[config.mk]
export PLATFORM = sky130hd
export DESIGN_NAME = multicycle_controller
export DESIGN_NICKNAME = d
export VERILOG_FILES = /design/src/rtl/rv32_ctrl_pkg.sv /design/src/rtl/mc_wait_timer.sv /design/src/rtl/multicycle_controller.sv
export SDC_FILE = /design/constraint.sdc
export NUM_CORES = 1
export LEC_CHECK = 0
export BUFFER_PORTS_ARGS = -buffer_cell sky130_fd_sc_hd__buf_2
export CORE_MARGIN = 3
export CORE_UTILIZATION = 43
export CTS_CLUSTER_SIZE = 24
export DETAILED_ROUTE_END_ITERATION = 10
export PLACE_DENSITY = 0.74
export SLEW_MARGIN = 10
export SYNTH_ARGS = -nofsm -noshare
export SYNTH_HDL_FRONTEND = slang
export SYNTH_SLANG_ARGS = --single-unit
[constraint.sdc]
create_clock -name clk -period 1.9 [get_ports clk]
set_input_delay 0.19 -clock clk [delete_from_list [all_inputs] [get_ports clk]]
set_output_delay 0.19 -clock clk [all_outputs]
set_load 0.01 [all_outputs]
[src/rtl/rv32_ctrl_pkg.sv]
// Shared types and encodings for the multicycle RV32I controller.
// State, opcode and datapath select encodings live here.
package rv32_ctrl_pkg;

  typedef enum logic [3:0] {
    FETCH    = 4'd0,
    DECODE   = 4'd1,
    EXEC_R   = 4'd2,
    EXEC_I   = 4'd3,
    ALU_WB   = 4'd4,
    MEM_ADDR = 4'd5,
    MEM_RD   = 4'd6,
    MEM_WB   = 4'd7,
    MEM_WR   = 4'd8,
    BRANCH   = 4'd9,
    JAL      = 4'd10,
    TRAP     = 4'd11
  } state_t;

  localparam logic [6:0] OP_R      = 7'b0110011;
  localparam logic [6:0] OP_I      = 7'b0010011;
  localparam logic [6:0] OP_LOAD   = 7'b0000011;
  localparam logic [6:0] OP_STORE  = 7'b0100011;
  localparam logic [6:0] OP_BRANCH = 7'b1100011;
  localparam logic [6:0] OP_JAL    = 7'b1101111;

  localparam logic [1:0] ALUOP_ADD = 2'b00;
  localparam logic [1:0] ALUOP_SUB = 2'b01;
  localparam logic [1:0] ALUOP_R   = 2'b10;
  localparam logic [1:0] ALUOP_I   = 2'b11;

  localparam logic [1:0] SRCB_RS2  = 2'b00;
  localparam logic [1:0] SRCB_FOUR = 2'b01;
  localparam logic [1:0] SRCB_IMM  = 2'b10;

  localparam logic [1:0] RES_ALU   = 2'b00;
  localparam logic [1:0] RES_MDR   = 2'b01;
  localparam logic [1:0] RES_PC    = 2'b10;

  localparam logic [2:0] F3_BEQ = 3'b000;
  localparam logic [2:0] F3_BNE = 3'b001;

  // Opcode to first post-decode state; anything unknown traps.
  function automatic state_t decode_next(input logic [6:0] op);
    state_t s;
    unique case (op)
      OP_R:      s = EXEC_R;
      OP_I:      s = EXEC_I;
      OP_LOAD:   s = MEM_ADDR;
      OP_STORE:  s = MEM_ADDR;
      OP_BRANCH: s = BRANCH;
      OP_JAL:    s = JAL;
      default:   s = TRAP;
    endcase
    return s;
  endfunction

endpackage

[src/rtl/mc_wait_timer.sv]
// Memory wait counter for the multicycle controller.
// Counts stalled cycles and flags the last permitted one.
module mc_wait_timer #(
  parameter int MEM_TIMEOUT = 16,
  parameter int TIMER_W     = 5
) (
  input  logic clk,
  input  logic clr,
  input  logic en,
  output logic limit
);

  localparam logic [TIMER_W-1:0] LAST = TIMER_W'(MEM_TIMEOUT - 1);

  logic [TIMER_W-1:0] count;

  // Clear wins; otherwise count stalled cycles, saturating at the limit.
  always_ff @(posedge clk) begin
    if (clr) begin
      count <= '0;
    end else if (en && !limit) begin
      count <= count + 1'b1;
    end
  end

  assign limit = (count == LAST);

endmodule

[src/rtl/multicycle_controller.sv]
// Sequencing FSM for a multicycle RV32I datapath.
// Shared memory and ALU, bounded memory waits, sticky trap.
module multicycle_controller #(
  parameter int MEM_TIMEOUT = 16,
  parameter int TIMER_W     = 5
) (
  input  logic       clk,
  input  logic       reset,
  input  logic [6:0] Opcode,
  input  logic [2:0] Funct3,
  input  logic       Zero,
  input  logic       mem_ready,
  output logic       PCWrite,
  output logic       IRWrite,
  output logic       MemRead,
  output logic       MemWrite,
  output logic       IorD,
  output logic       RegWrite,
  output logic [1:0] ResultSrc,
  output logic       ALUSrcA,
  output logic [1:0] ALUSrcB,
  output logic [1:0] ALUOp,
  output logic       PCSrc,
  output logic       trap,
  output logic [3:0] state_o
);

  import rv32_ctrl_pkg::*;

  state_t state;
  logic   waiting;
  logic   stall;
  logic   hold;
  logic   tmo;
  logic   tmr_clr;
  logic   br_take;
  logic   pc_we;
  logic   ir_we;
  logic   rf_we;
  logic   mem_we;

  assign waiting = (state == FETCH) ||
                   (state == MEM_RD) ||
                   (state == MEM_WR);
  assign stall   = waiting && !mem_ready;
  assign hold    = (state == TRAP) || (stall && !tmo);
  assign tmr_clr = reset || !hold;

  mc_wait_timer #(
    .MEM_TIMEOUT (MEM_TIMEOUT),
    .TIMER_W     (TIMER_W)
  ) u_timer (
    .clk   (clk),
    .clr   (tmr_clr),
    .en    (stall),
    .limit (tmo)
  );

  // State register and next-state sequencing.
  always_ff @(posedge clk) begin
    if (reset) begin
      state <= FETCH;
    end else begin
      unique case (state)
        FETCH:
          if (mem_ready)  state <= DECODE;
          else if (tmo)   state <= TRAP;
        DECODE:   state <= decode_next(Opcode);
        EXEC_R:   state <= ALU_WB;
        EXEC_I:   state <= ALU_WB;
        ALU_WB:   state <= FETCH;
        MEM_ADDR:
          state <= (Opcode == OP_LOAD) ? MEM_RD : MEM_WR;
        MEM_RD:
          if (mem_ready)  state <= MEM_WB;
          else if (tmo)   state <= TRAP;
        MEM_WB:   state <= FETCH;
        MEM_WR:
          if (mem_ready)  state <= FETCH;
          else if (tmo)   state <= TRAP;
        BRANCH:   state <= FETCH;
        JAL:      state <= FETCH;
        TRAP:     state <= TRAP;
        default:  state <= TRAP;
      endcase
    end
  end

  // Branch condition from funct3 and the ALU zero flag.
  always_comb begin
    br_take = 1'b0;
    unique case (1'b1)
      (Funct3 == F3_BEQ): br_take = Zero;
      (Funct3 == F3_BNE): br_take = !Zero;
      default:            br_take = 1'b0;
    endcase
  end

  // Per-state datapath controls.
  always_comb begin
    pc_we     = 1'b0;
    ir_we     = 1'b0;
    rf_we     = 1'b0;
    mem_we    = 1'b0;
    MemRead   = 1'b0;
    IorD      = 1'b0;
    ResultSrc = RES_ALU;
    ALUSrcA   = 1'b0;
    ALUSrcB   = SRCB_RS2;
    ALUOp     = ALUOP_ADD;
    PCSrc     = 1'b0;
    trap      = 1'b0;
    unique case (state)
      FETCH: begin
        MemRead = 1'b1;
        ALUSrcB = SRCB_FOUR;
        pc_we   = mem_ready;
        ir_we   = mem_ready;
      end
      DECODE: ALUSrcB = SRCB_IMM;
      EXEC_R: begin
        ALUSrcA = 1'b1;
        ALUOp   = ALUOP_R;
      end
      EXEC_I: begin
        ALUSrcA = 1'b1;
        ALUSrcB = SRCB_IMM;
        ALUOp   = ALUOP_I;
      end
      ALU_WB: rf_we = 1'b1;
      MEM_ADDR: begin
        ALUSrcA = 1'b1;
        ALUSrcB = SRCB_IMM;
      end
      MEM_RD: begin
        MemRead = 1'b1;
        IorD    = 1'b1;
      end
      MEM_WB: begin
        rf_we     = 1'b1;
        ResultSrc = RES_MDR;
      end
      MEM_WR: begin
        mem_we = 1'b1;
        IorD   = 1'b1;
      end
      BRANCH: begin
        ALUSrcA = 1'b1;
        ALUOp   = ALUOP_SUB;
        PCSrc   = 1'b1;
        pc_we   = br_take;
      end
      JAL: begin
        rf_we     = 1'b1;
        ResultSrc = RES_PC;
        pc_we     = 1'b1;
        PCSrc     = 1'b1;
      end
      TRAP: trap = 1'b1;
      default: trap = 1'b1;
    endcase
  end

  // No architectural writes while reset is held.
  assign PCWrite  = pc_we  && !reset;
  assign IRWrite  = ir_we  && !reset;
  assign RegWrite = rf_we  && !reset;
  assign MemWrite = mem_we && !reset;
  assign state_o  = state;

endmodule

==> results of run 1 <==
-- final cells by class --
type / count / share of cell area, %
clock buffers: 3 / 2.07
clock inverters: 1 / 0.460
inverters: 5 / 1.72
multi-input cells: 99 / 58.5
flip-flops and latches: 9 / 16.9
well taps: 25 / 2.87
repair buffers: 36 / 17.5
-- worst paths after layout --
path                     from               end  slack (ns)  cells after the start
max          u_timer.count[0]  u_timer.count[1]        0.06                      7
min                     reset        state_o[3]        0.23                      2
max reg2reg  u_timer.count[0]  u_timer.count[1]        0.06                      7
min reg2reg  u_timer.count[4]  u_timer.count[4]        0.53                      2
-- synthesized netlist by cell type, drive strengths merged, types with 2 or more instances --
library cell,n,area (µm²)
o211ai,2,15.0
ha,2,25.0
dfxtp,9,180
nand4,2,12.5
nand2,4,15.0
nor4,4,25.0
xnor2,3,26.3
nor2b,2,12.5
and3b,2,17.5
a21oi,9,45.0
and3,3,18.8
nor2,21,78.8
o21ai,8,40.0
or2,2,15.0
a211oi,4,35.0
nand2b,6,37.5
inv,5,18.8
a31oi,3,18.8
nor3,7,46.3
nand3,2,10.0
xor2,2,17.5
buf,7,46.3
-- worst max-delay path: stages, from the launching register on --
cell	delay [ns]
dfxtp_2	0.34
ha_1	0.21
and3_1	0.21
ha_4	0.19
nor3_4	0.17
a21boi_4	0.30
mux2i_1	0.24
nor2_1	0.06
-- routing by layer --
metal  GRT usage [%]  wire length, µm  vias up
met4            1.35                0        0
met1            23.2             1070      450
met2            32.0             1180       31
li1                -                -      500
met3            2.92              119        0
met5               0                0        -
-- cell families after synthesis --
family	count (synthesis)	synth area share [%]
adder cells (fa/ha/maj)	2	2.89
buffers and inverters	12	7.50
flip-flops	9	20.8
AND/OR/NAND/NOR	60	38.0
AO/OA/AOI/OAI	31	24.7
XOR/XNOR	5	5.05
multiplexers	1	1.15
-- timing repair --
| item | CTS | global route |
|---|---|---|
| setup endpoints to repair | 3 | 4 |
| hold endpoints to repair | 0 | 0 |
| buffers inserted | 1 | 0 |
| gates resized for setup | 2 | 4 |
| pin swaps | 0 | 1 |
-- layout by cell type, fill, tap and decap left out, types with 2 or more instances in the layout --
cell	instances
dfxtp_2	3
and3_1	3
nor2b_1	2
a21oi_1	9
and3b_1	2
a211oi_1	3
o21ai_0	8
a31oi_1	3
nand2b_1	6
dfxtp_1	6
buf_4	4
nor2_1	20
nand3_1	2
nand2_1	4
o211ai_1	2
xnor2_1	3
nor4_1	4
nor3_1	6
buf_2	32
inv_1	5
nand4_1	2
clkbuf_4	3
xor2_1	2
-- power breakdown --
| part | internal (mW) | switching [mW] | total (mW) | leakage [nW] |
|---|---|---|---|---|
| registers | 0.228 | 0.0917 | 0.320 | 0.0745 |
| clock network | 0.0778 | 0.0706 | 0.148 | 0.0177 |
| logic | 0.325 | 0.419 | 0.745 | 0.368 |
| total | 0.632 | 0.581 | 1.21 | 0.460 |
-- registers in the layout (all words and copies together), names as in the netlist --
| register | cells |
|---|---|
| state_o | 4 |
| u_timer.count | 5 |
==> metrics.txt, run 1 <==
outcome complete, no violations; ys flop type dfxtp_1; Final Cycle Share between 90 and 100%; Post-Route WL 2370 µm; Period minus WS final 1.84 ns; row cnt 15; Area growth syn-to-layout 25.5%; Die Y 50.9 µm; Synth Warn # 0; Crit Path Class flop to flop; post-route worst setup slack around 0.064 ns; Fin Setup TNS 0 ns; die width 50.9 µm; drt drc 0; vias per cell between 5 and 6; io pins 33; dpl ws -0.0129 ns; overall routing resource usage approximately 18%; Critical Path Start Type flop; Initial Utilization a little under half; final setup fails 0; largest net degree at the start of global routing 19; hold-fix buffers at CTS 0; Worst Max-Slew Pin Slew approximately 0.38 ns; footprint of the multi-input gates about 640 µm²; Seq/Total Area, Yosys about a fifth; drt pass-1 iters 4; CTS root buf clkbuf_4; Post-synth EDFFs 0; max-cap violations 0; vias in the first global route between 800 and 900; Post-DRT Antenna Nets 0; 1st-iter DRT viols 21; drt wl/cell 13.3 µm; die area 2590 µm²; Final Hold Slack 0.226 ns; Slew headroom 74.3%; flip-flop and latch area 184 µm²; placed cells 173; # fillers about 180; post-route cell area 1090 µm²; diode count 0; vias 981; Clock Sinks 9; Seq cells post-synth 9; syn avg cell area 7.23 µm²; RSZ-0062 raised after global routing no; Mapped Cells 120; Net Count, Synth between 100 and 150; fin cells 178; leakage power total approximately 0.46 nW; clk slew on worst S/H paths 0.06 ns; htree depth 1; Core ar. 1820 µm²; nets@finish 170; Detailed Place HPWL 1790 µm; power density cells 1110 nW/µm²; Arrival @ worst endpoint 1.99 ns; Final Skew 0.00106 ns; Max FO, Critical Path 6; CTS tree yes; Critical Path End Type flop; overall power 1.21 mW; GPL Wtd Cong 0.864; Final Max Slew Viols 0; CTS Buf Count 3; Yosys cell types 38; Clock Tree Buf Depth 2; Core Util, Final roughly 60%; Cell Area, Placed 1030 µm²; FFs w/ async S/R, synth 0%; grt ovf 0; max frequency 545 MHz; Post-Syn Area 867 µm²; VDD IR max 0.000587 V; initial antenna violation count 0; global-route wire length before repair roughly 3700 µm; Worst Hold Class input pin to flop; Port-buffer cells 32; Clock Latency Late Sink 0.26 ns; Required @ worst endpoint ~2.1 ns; share of post-route cells with drive strength above 1 between 30% and 40%; endpoints failing hold 0
Note: power is estimated with default switching activity, not from simulation.
==> run 2: changes to the inputs <==
--- a/config.mk
+++ b/config.mk
@@ -10,8 +10,9 @@
 export CORE_UTILIZATION = 43
 export CTS_CLUSTER_SIZE = 24
 export DETAILED_ROUTE_END_ITERATION = 10
-export PLACE_DENSITY = 0.74
-export SLEW_MARGIN = 10
+export HOLD_SLACK_MARGIN = 0.06
+export PLACE_DENSITY_LB_ADDON = 0.3
+export SLEW_MARGIN = 0
 export SYNTH_ARGS = -nofsm -noshare
 export SYNTH_HDL_FRONTEND = slang
 export SYNTH_SLANG_ARGS = --single-unit
==> run 2 against run 1 <==
  * Setup slack gained 0.013 ns
  * Design area grew 0.46%
  * Largest cell class unchanged
  * Sequential power shrank 1%
  * Combinational power grew 2%
  * Highest routed layer unchanged
  * Count of clock-buffer cells in the layout grew 1
  * Utilization grew 0.27 points
  * Global-route usage grew 1.1 points
  * Clock power shrank 4%
  * Sequential share of layout area is essentially flat
  * Die area is the same
  * Non-clock buffer count grew 1
  * Critical path type unchanged
  * Critical path depth is the same
==> metrics.txt, run 2 (synthesis results as in run 1) <==
Critical Path Start Type flop; Hold Path Origin reset; RSZ-0062 raised after global routing no; Max FO, Critical Path 6 (unchanged); Slew headroom 79.6% (+5.3 points); endpoints failing hold 0 (unchanged); Hold Crit Endpoint state_o[0]; drt drc 0 (unchanged); Worst Hold Class input pin to flop; VDD IR max 0.000575 V (-2.1%); outcome complete, no violations; Required @ worst endpoint 2.05 ns (about the same); leakage power total 0.462 nW (+0.31%); row cnt 15 (unchanged); clk slew on worst S/H paths 0.06 ns (about the same); CTS Buf Count 3 (unchanged); Area growth syn-to-layout 26.1%; htree depth 1 (unchanged); max frequency 548 MHz (+0.72%); io pins 33 (unchanged); Min-Delay Path Depth 2 (unchanged); Final Hold Slack 0.232 ns (+0.00610 ns); Port-buffer cells 32 (unchanged); Detailed Place HPWL 1920 µm (+6.9%); Cell Area, Placed 1050 µm² (+1.5%); CTS tree yes; global-route wire length before repair 3820 µm (+3.6%); Core ar. 1820 µm² (unchanged); Final Skew 0.00353 ns (+0.00247 ns); vias in the first global route 887 (+2.5%); Worst Max-Slew Pin Slew 0.303 ns (-0.0813 ns); 1st-iter DRT viols 49 (+130%); commonest non-fill, non-tap cell in the layout buf_2; vias 975 (-0.61%); R2R cell count 7 (unchanged); fin cells 179 (+0.56%); critical-path cell list ha_1 -> and3_1 -> ha_4 -> nor3_4 -> a21boi_4 -> mux2i_1 -> nor2_1; Most flops, register u_timer.count; Critical Path End Type flop; GPL Wtd Cong 0.862 (-0.22%); CP max stage cell dfxtp_2; Post-DRT Antenna Nets 0 (unchanged); Clock Latency Late Sink 0.25 ns (about the same); drt pass-1 iters 4 (unchanged); Crit Path Class flop to flop; Post-CTS Setup Inserts 0 (-1); r2r endpoint u_timer.count[1]; post-route cell area 1090 µm² (+0.46%); Arrival @ worst endpoint 1.97 ns (-0.02 ns); diode count 0 (unchanged); CP max stage delay 0.33 ns (about the same); largest net degree at the start of global routing 15 (-4); Final Cycle Share 96.0% (-0.70 points); drt wl/cell 13.3 µm (-0.26%); initial antenna violation count 0 (unchanged); Clock Tree Buf Depth 2 (unchanged); CTS root buf clkbuf_4; overall routing resource usage 19.0% (+1.1 points); Largest register FFs 5 (unchanged); Period minus WS final 1.82 ns (-0.0132 ns); FF-to-FF Start u_timer.count[0]; Clock Sinks 9 (unchanged); power density cells 1110 nW/µm² (about the same); Initial Utilization 47.6% (unchanged); share of post-route cells with drive strength above 1 32.5% (-0.21 points); die width 50.9 µm (unchanged); overall power 1.22 mW (+0.47%); Reg2Reg Setup Slack 0.08 ns (about the same); max-cap violations 0 (unchanged); grt ovf 0 (unchanged); nets@finish 171 (+0.59%); most frequent cells in the layout buf_2, nor2_1, a21oi_1; Final Max Slew Viols 0 (unchanged); Post-Route WL 2380 µm (+0.30%); Die Y 50.9 µm (unchanged); placed cells 175 (+1.2%); vias per cell 5.45 (-1.2%); die area 2590 µm² (unchanged); final setup fails 0 (unchanged)
==> run 2: changes by cell type in the layout (fill, tap and decap cells not counted) <==
cell / change
dfxtp_1: -1
dfxtp_2: +1
nor2_2: -1
nor2_1: +1
clkbuf_1: +1
clkinv_2: -1
buf_4: +1
==> run 2: cell type report <==
class                   instances  area, µm²
inverters                       5       18.8
flip-flops and latches          9        185
repair buffers                 37        198
multi-input cells              99        634
well taps                      25       31.3
clock buffers                   4       26.3
fillers                       181        727
==> run 2: timing repair <==
item,CTS,global route
endpoints found under the setup margin,2,4
hold buffers,0,0
pin swaps,0,1
gates cloned,0,0
endpoints found under the hold margin,0,0
gates resized for setup,1,5
==> run 2: per-stage QoR <==
step / worst slack (ns) / util [%] / setup TNS, ns
6_report: 0.0768 / 60.1 / 0
5_1_grt: 0.00616 / 60.1 / 0
4_1_cts: 0.0390 / 59.2 / 0
3_5_place_dp: -0.0279 / 57.7 / -0.0467
3_3_place_gp: 0.0921 / 57.7 / 0
2_1_floorplan: 0.151 / - / 0
==> run 2: worst max-delay path by stage <==
stage | startpoint | end
6_report | u_timer.count[0] | u_timer.count[1]
5_1_grt | u_timer.count[0] | u_timer.count[1]
4_1_cts | u_timer.count[0] | u_timer.count[4]
3_5_place_dp | u_timer.count[0] | u_timer.count[4]
3_3_place_gp | u_timer.count[0] | u_timer.count[4]
2_1_floorplan | u_timer.count[0] | u_timer.count[4]
==> run 2: layer usage <==
metal / up-vias / global-route usage, % / part of all wire (%) / routed length (µm)
met5: - / 0 / 0 / 0
met4: 0 / 4.48 / 0 / 0
met3: 0 / 4.08 / 7.4 / 176
met2: 50 / 34.1 / 51 / 1220
met1: 421 / 22.7 / 41 / 976
li1: 504 / - / - / -
==> run 2: report_power, final <==
part	switching (mW)	leakage, nW	internal (mW)
combinational	0.428	0.372	0.333
clock	0.0611	0.0150	0.0806
sequential	0.0847	0.0748	0.231
total	0.573	0.462	0.645
==> run 2: critical path, delay by kind of cell, from the launching register on <==
family | cells | cell delay (ns)
adders and majority gates | 2 | 0.41
and+or+nand+nor | 3 | 0.45
muxes | 1 | 0.22
DFF | 1 | 0.33
AOI/OAI and AO/OA | 1 | 0.31
==> run 3: changes to the inputs <==
--- a/config.mk
+++ b/config.mk
@@ -15,4 +15,5 @@
 export SLEW_MARGIN = 0
 export SYNTH_ARGS = -nofsm -noshare
 export SYNTH_HDL_FRONTEND = slang
+export SYNTH_HIERARCHICAL = 1
 export SYNTH_SLANG_ARGS = --single-unit
==> run 3 against run 2 <==
  * Total power fell by 21%
  * Via count increased by 1.3%
  * First-iteration DRC count down 39%
  * Sequential power is 21% lower
  * Combinational power decreased by 27%
  * Clock power rose by 5%
  * Register-to-register slack about the same
  * Non-clock buffer count rose by 6
  * Global-route usage up 0.36 points
  * Design area is 7.9% higher
  * Utilization is 5.4 points higher
  * Critical endpoint is now u_timer/count[3]
  * Highest routed layer is now met4
==> metrics.txt, run 3 <==
outcome complete, no violations; Clock Sinks 9 (unchanged); Worst Hold Class input pin to flop; CTS tree yes; Seq cells post-synth 9 (unchanged); global-route wire length before repair 3720 µm (-2.5%); CTS Buf Count 3 (unchanged); Port-buffer cells 32 (unchanged); syn avg cell area 7.56 µm² (+4.7%); power density cells 811 nW/µm² (-27%); FFs w/ async S/R, synth 0% (unchanged); Seq/Total Area, Yosys 20.9% (+0.12 points); Post-synth EDFFs 0 (unchanged); initial antenna violation count 0 (unchanged); diode count 0 (unchanged); most frequent cells after synthesis nor2_1, dfxtp_1, a21oi_1, nor3_1; Mapped Cells 114 (-5.0%); placed cells 173 (-1.1%); GPL Wtd Cong 0.833 (-3.4%); Die Y 50.8 µm (-0.26%); critical-path cell list ha_1 -> and3_4 -> ha_4 -> nor2_1 -> nand2_1 -> a21oi_2 -> o21bai_2 -> and2b_1 -> mux2_1; Critical Path Start Type flop; Post-Route WL 2310 µm (-2.7%); share of post-route cells with drive strength above 1 39.9% (+7.4 points); 1st-iter DRT viols 30 (-39%); top cell type's share of synthesized area 20.9% (+0.12 points); Max FO, Critical Path 7 (+1); commonest non-fill, non-tap cell in the layout buf_2; CTS root buf clkbuf_4; CP max stage cell dfxtp_2; Critical Path End Type flop; Required @ worst endpoint 2.04 ns (about the same); drt pass-1 iters 4 (unchanged); CP max stage delay 0.34 ns (about the same); Yosys cell types 49 (+29%); Worst Max-Slew Pin Slew 0.348 ns (+0.0449 ns); Post-DRT Antenna Nets 0 (unchanged); Detailed Place HPWL 1830 µm (-4.6%); drt wl/cell 13.0 µm (-2.1%); row cnt 15 (unchanged); nets@finish 170 (-0.58%); Clock Tree Buf Depth 2 (unchanged); post-route cell area 1180 µm² (+7.9%); Cell Area, Placed 1090 µm² (+4.3%); Slew headroom 76.6% (-3.0 points); vias 988 (+1.3%); leakage power total 0.544 nW (+18%); endpoints failing hold 0 (unchanged); most frequent cell after synthesis nor2_1; overall routing resource usage 19.3% (+0.36 points); Net Count, Synth 130 (-4.4%); htree depth 1 (unchanged); die width 50.8 µm (-0.26%); Final Cycle Share 95.3% (-0.68 points); Arrival @ worst endpoint 1.95 ns (-0.02 ns); final setup fails 0 (unchanged); Initial Utilization 47.8% (+0.22 points); Core Util, Final 65.5% (+5.4 points); Period minus WS final 1.81 ns (-0.0129 ns); Largest register FFs 5 (unchanged); fin cells 178 (-0.56%); vias per cell 5.55 (+1.9%); most frequent cells in the layout buf_2, nor2_1, buf_4; Yosys top cell by area dfxtp_1; largest net degree at the start of global routing 19 (+4); Final Skew 0.00197 ns (-0.00156 ns); top cells by area, synth dfxtp_1, nor2_1, a21oi_1; hold-fix buffers at CTS 0 (unchanged); drt drc 0 (unchanged); io pins 33 (unchanged); Crit Path Class flop to flop; vias in the first global route 854 (-3.7%); clk slew on worst S/H paths 0.06 ns (about the same); VDD IR max 0.000534 V (-7.2%); Clock Latency Late Sink 0.26 ns (about the same); Area growth syn-to-layout 36.9%; ys flop type dfxtp_1; Final Max Slew Viols 0 (unchanged); Post-Syn Area 862 µm² (-0.58%); Most flops, register u_timer/count; max frequency 552 MHz (+0.71%); Core ar. 1800 µm² (-1.0%); max-cap violations 0 (unchanged); die area 2580 µm² (-0.51%); grt ovf 0 (unchanged); Synth Warn # 6 (+6); RSZ-0062 raised after global routing yes
[run 3: cell families after synthesis]
kind of cell | synth area share, %
compound gates | 22.4
xor+xnor | 5.08
fa+ha+maj | 2.90
buf+inv | 5.95
flops | 20.9
mux | 3.63
simple gates | 39.2
[run 3: final cells by class]
class                           instances  area [µm²]
Tap cell                               25        31.3
Fill cell                             164         622
Clock buffer                            4        26.3
Timing Repair Buffer                   43         246
Multi-Input combinational cell         94         679
Inverter                                3        11.3
Sequential cell                         9         185
[run 3: worst max-delay path: cells and delay by family (launching register included)]
| kind | cells | cell delay (ns) |
|---|---|---|
| AND/OR/NAND/NOR | 4 | 0.54 |
| flip-flops | 1 | 0.34 |
| adder cells (fa/ha/maj) | 2 | 0.33 |
| multiplexers | 1 | 0.29 |
| AO/OA/AOI/OAI | 2 | 0.20 |
[run 3: what timing repair did]
| item | 4_1_cts | 5_1_grt |
|---|---|---|
| setup endpoints to repair | 1 | 4 |
| setup buffers | 0 | 1 |
| pin swaps | 0 | 2 |
| gates resized for setup | 1 | 10 |
[run 3: power breakdown]
group          switching, mW  leakage [nW]  total [mW]  internal [mW]
registers             0.0358        0.0749       0.249          0.213
logic                  0.294         0.454       0.559          0.265
clock network         0.0684        0.0150       0.149         0.0810
total                  0.398         0.544       0.957          0.559
[run 3: final timing paths]
check                         from                to  slack (ns)  cells past startpoint
setup / recovery  u_timer/count[1]  u_timer/count[3]        0.09                      9
hold / removal               reset        state_o[3]        0.20                      2
setup reg to reg  u_timer/count[1]  u_timer/count[3]        0.09                      9
hold reg to reg   u_timer/count[1]  u_timer/count[1]        0.52                      2
[run 3: layer usage]
layer	part of all wire, %	track usage [%]	vias up	routed length (µm)
met1	47	25.9	453	1100
li1	-	-	499	-
met2	46	28.7	34	1070
met4	0.95	12.6	0	22
met5	0	0	-	0
met3	5.4	2.67	2	124
[run 3: stage by stage]
step	TNS (ns)	power, mW	hold WS [ns]	setup WS [ns]
2_1_floorplan	0	0.591	0.418	0.0313
3_3_place_gp	0	0.770	0.474	0.0762
3_5_place_dp	0	0.780	0.486	0.00232
4_1_cts	0	0.936	0.196	0.0204
5_1_grt	-0.0133	1.03	0.216	-0.0133
6_report	0	0.957	0.203	0.0897
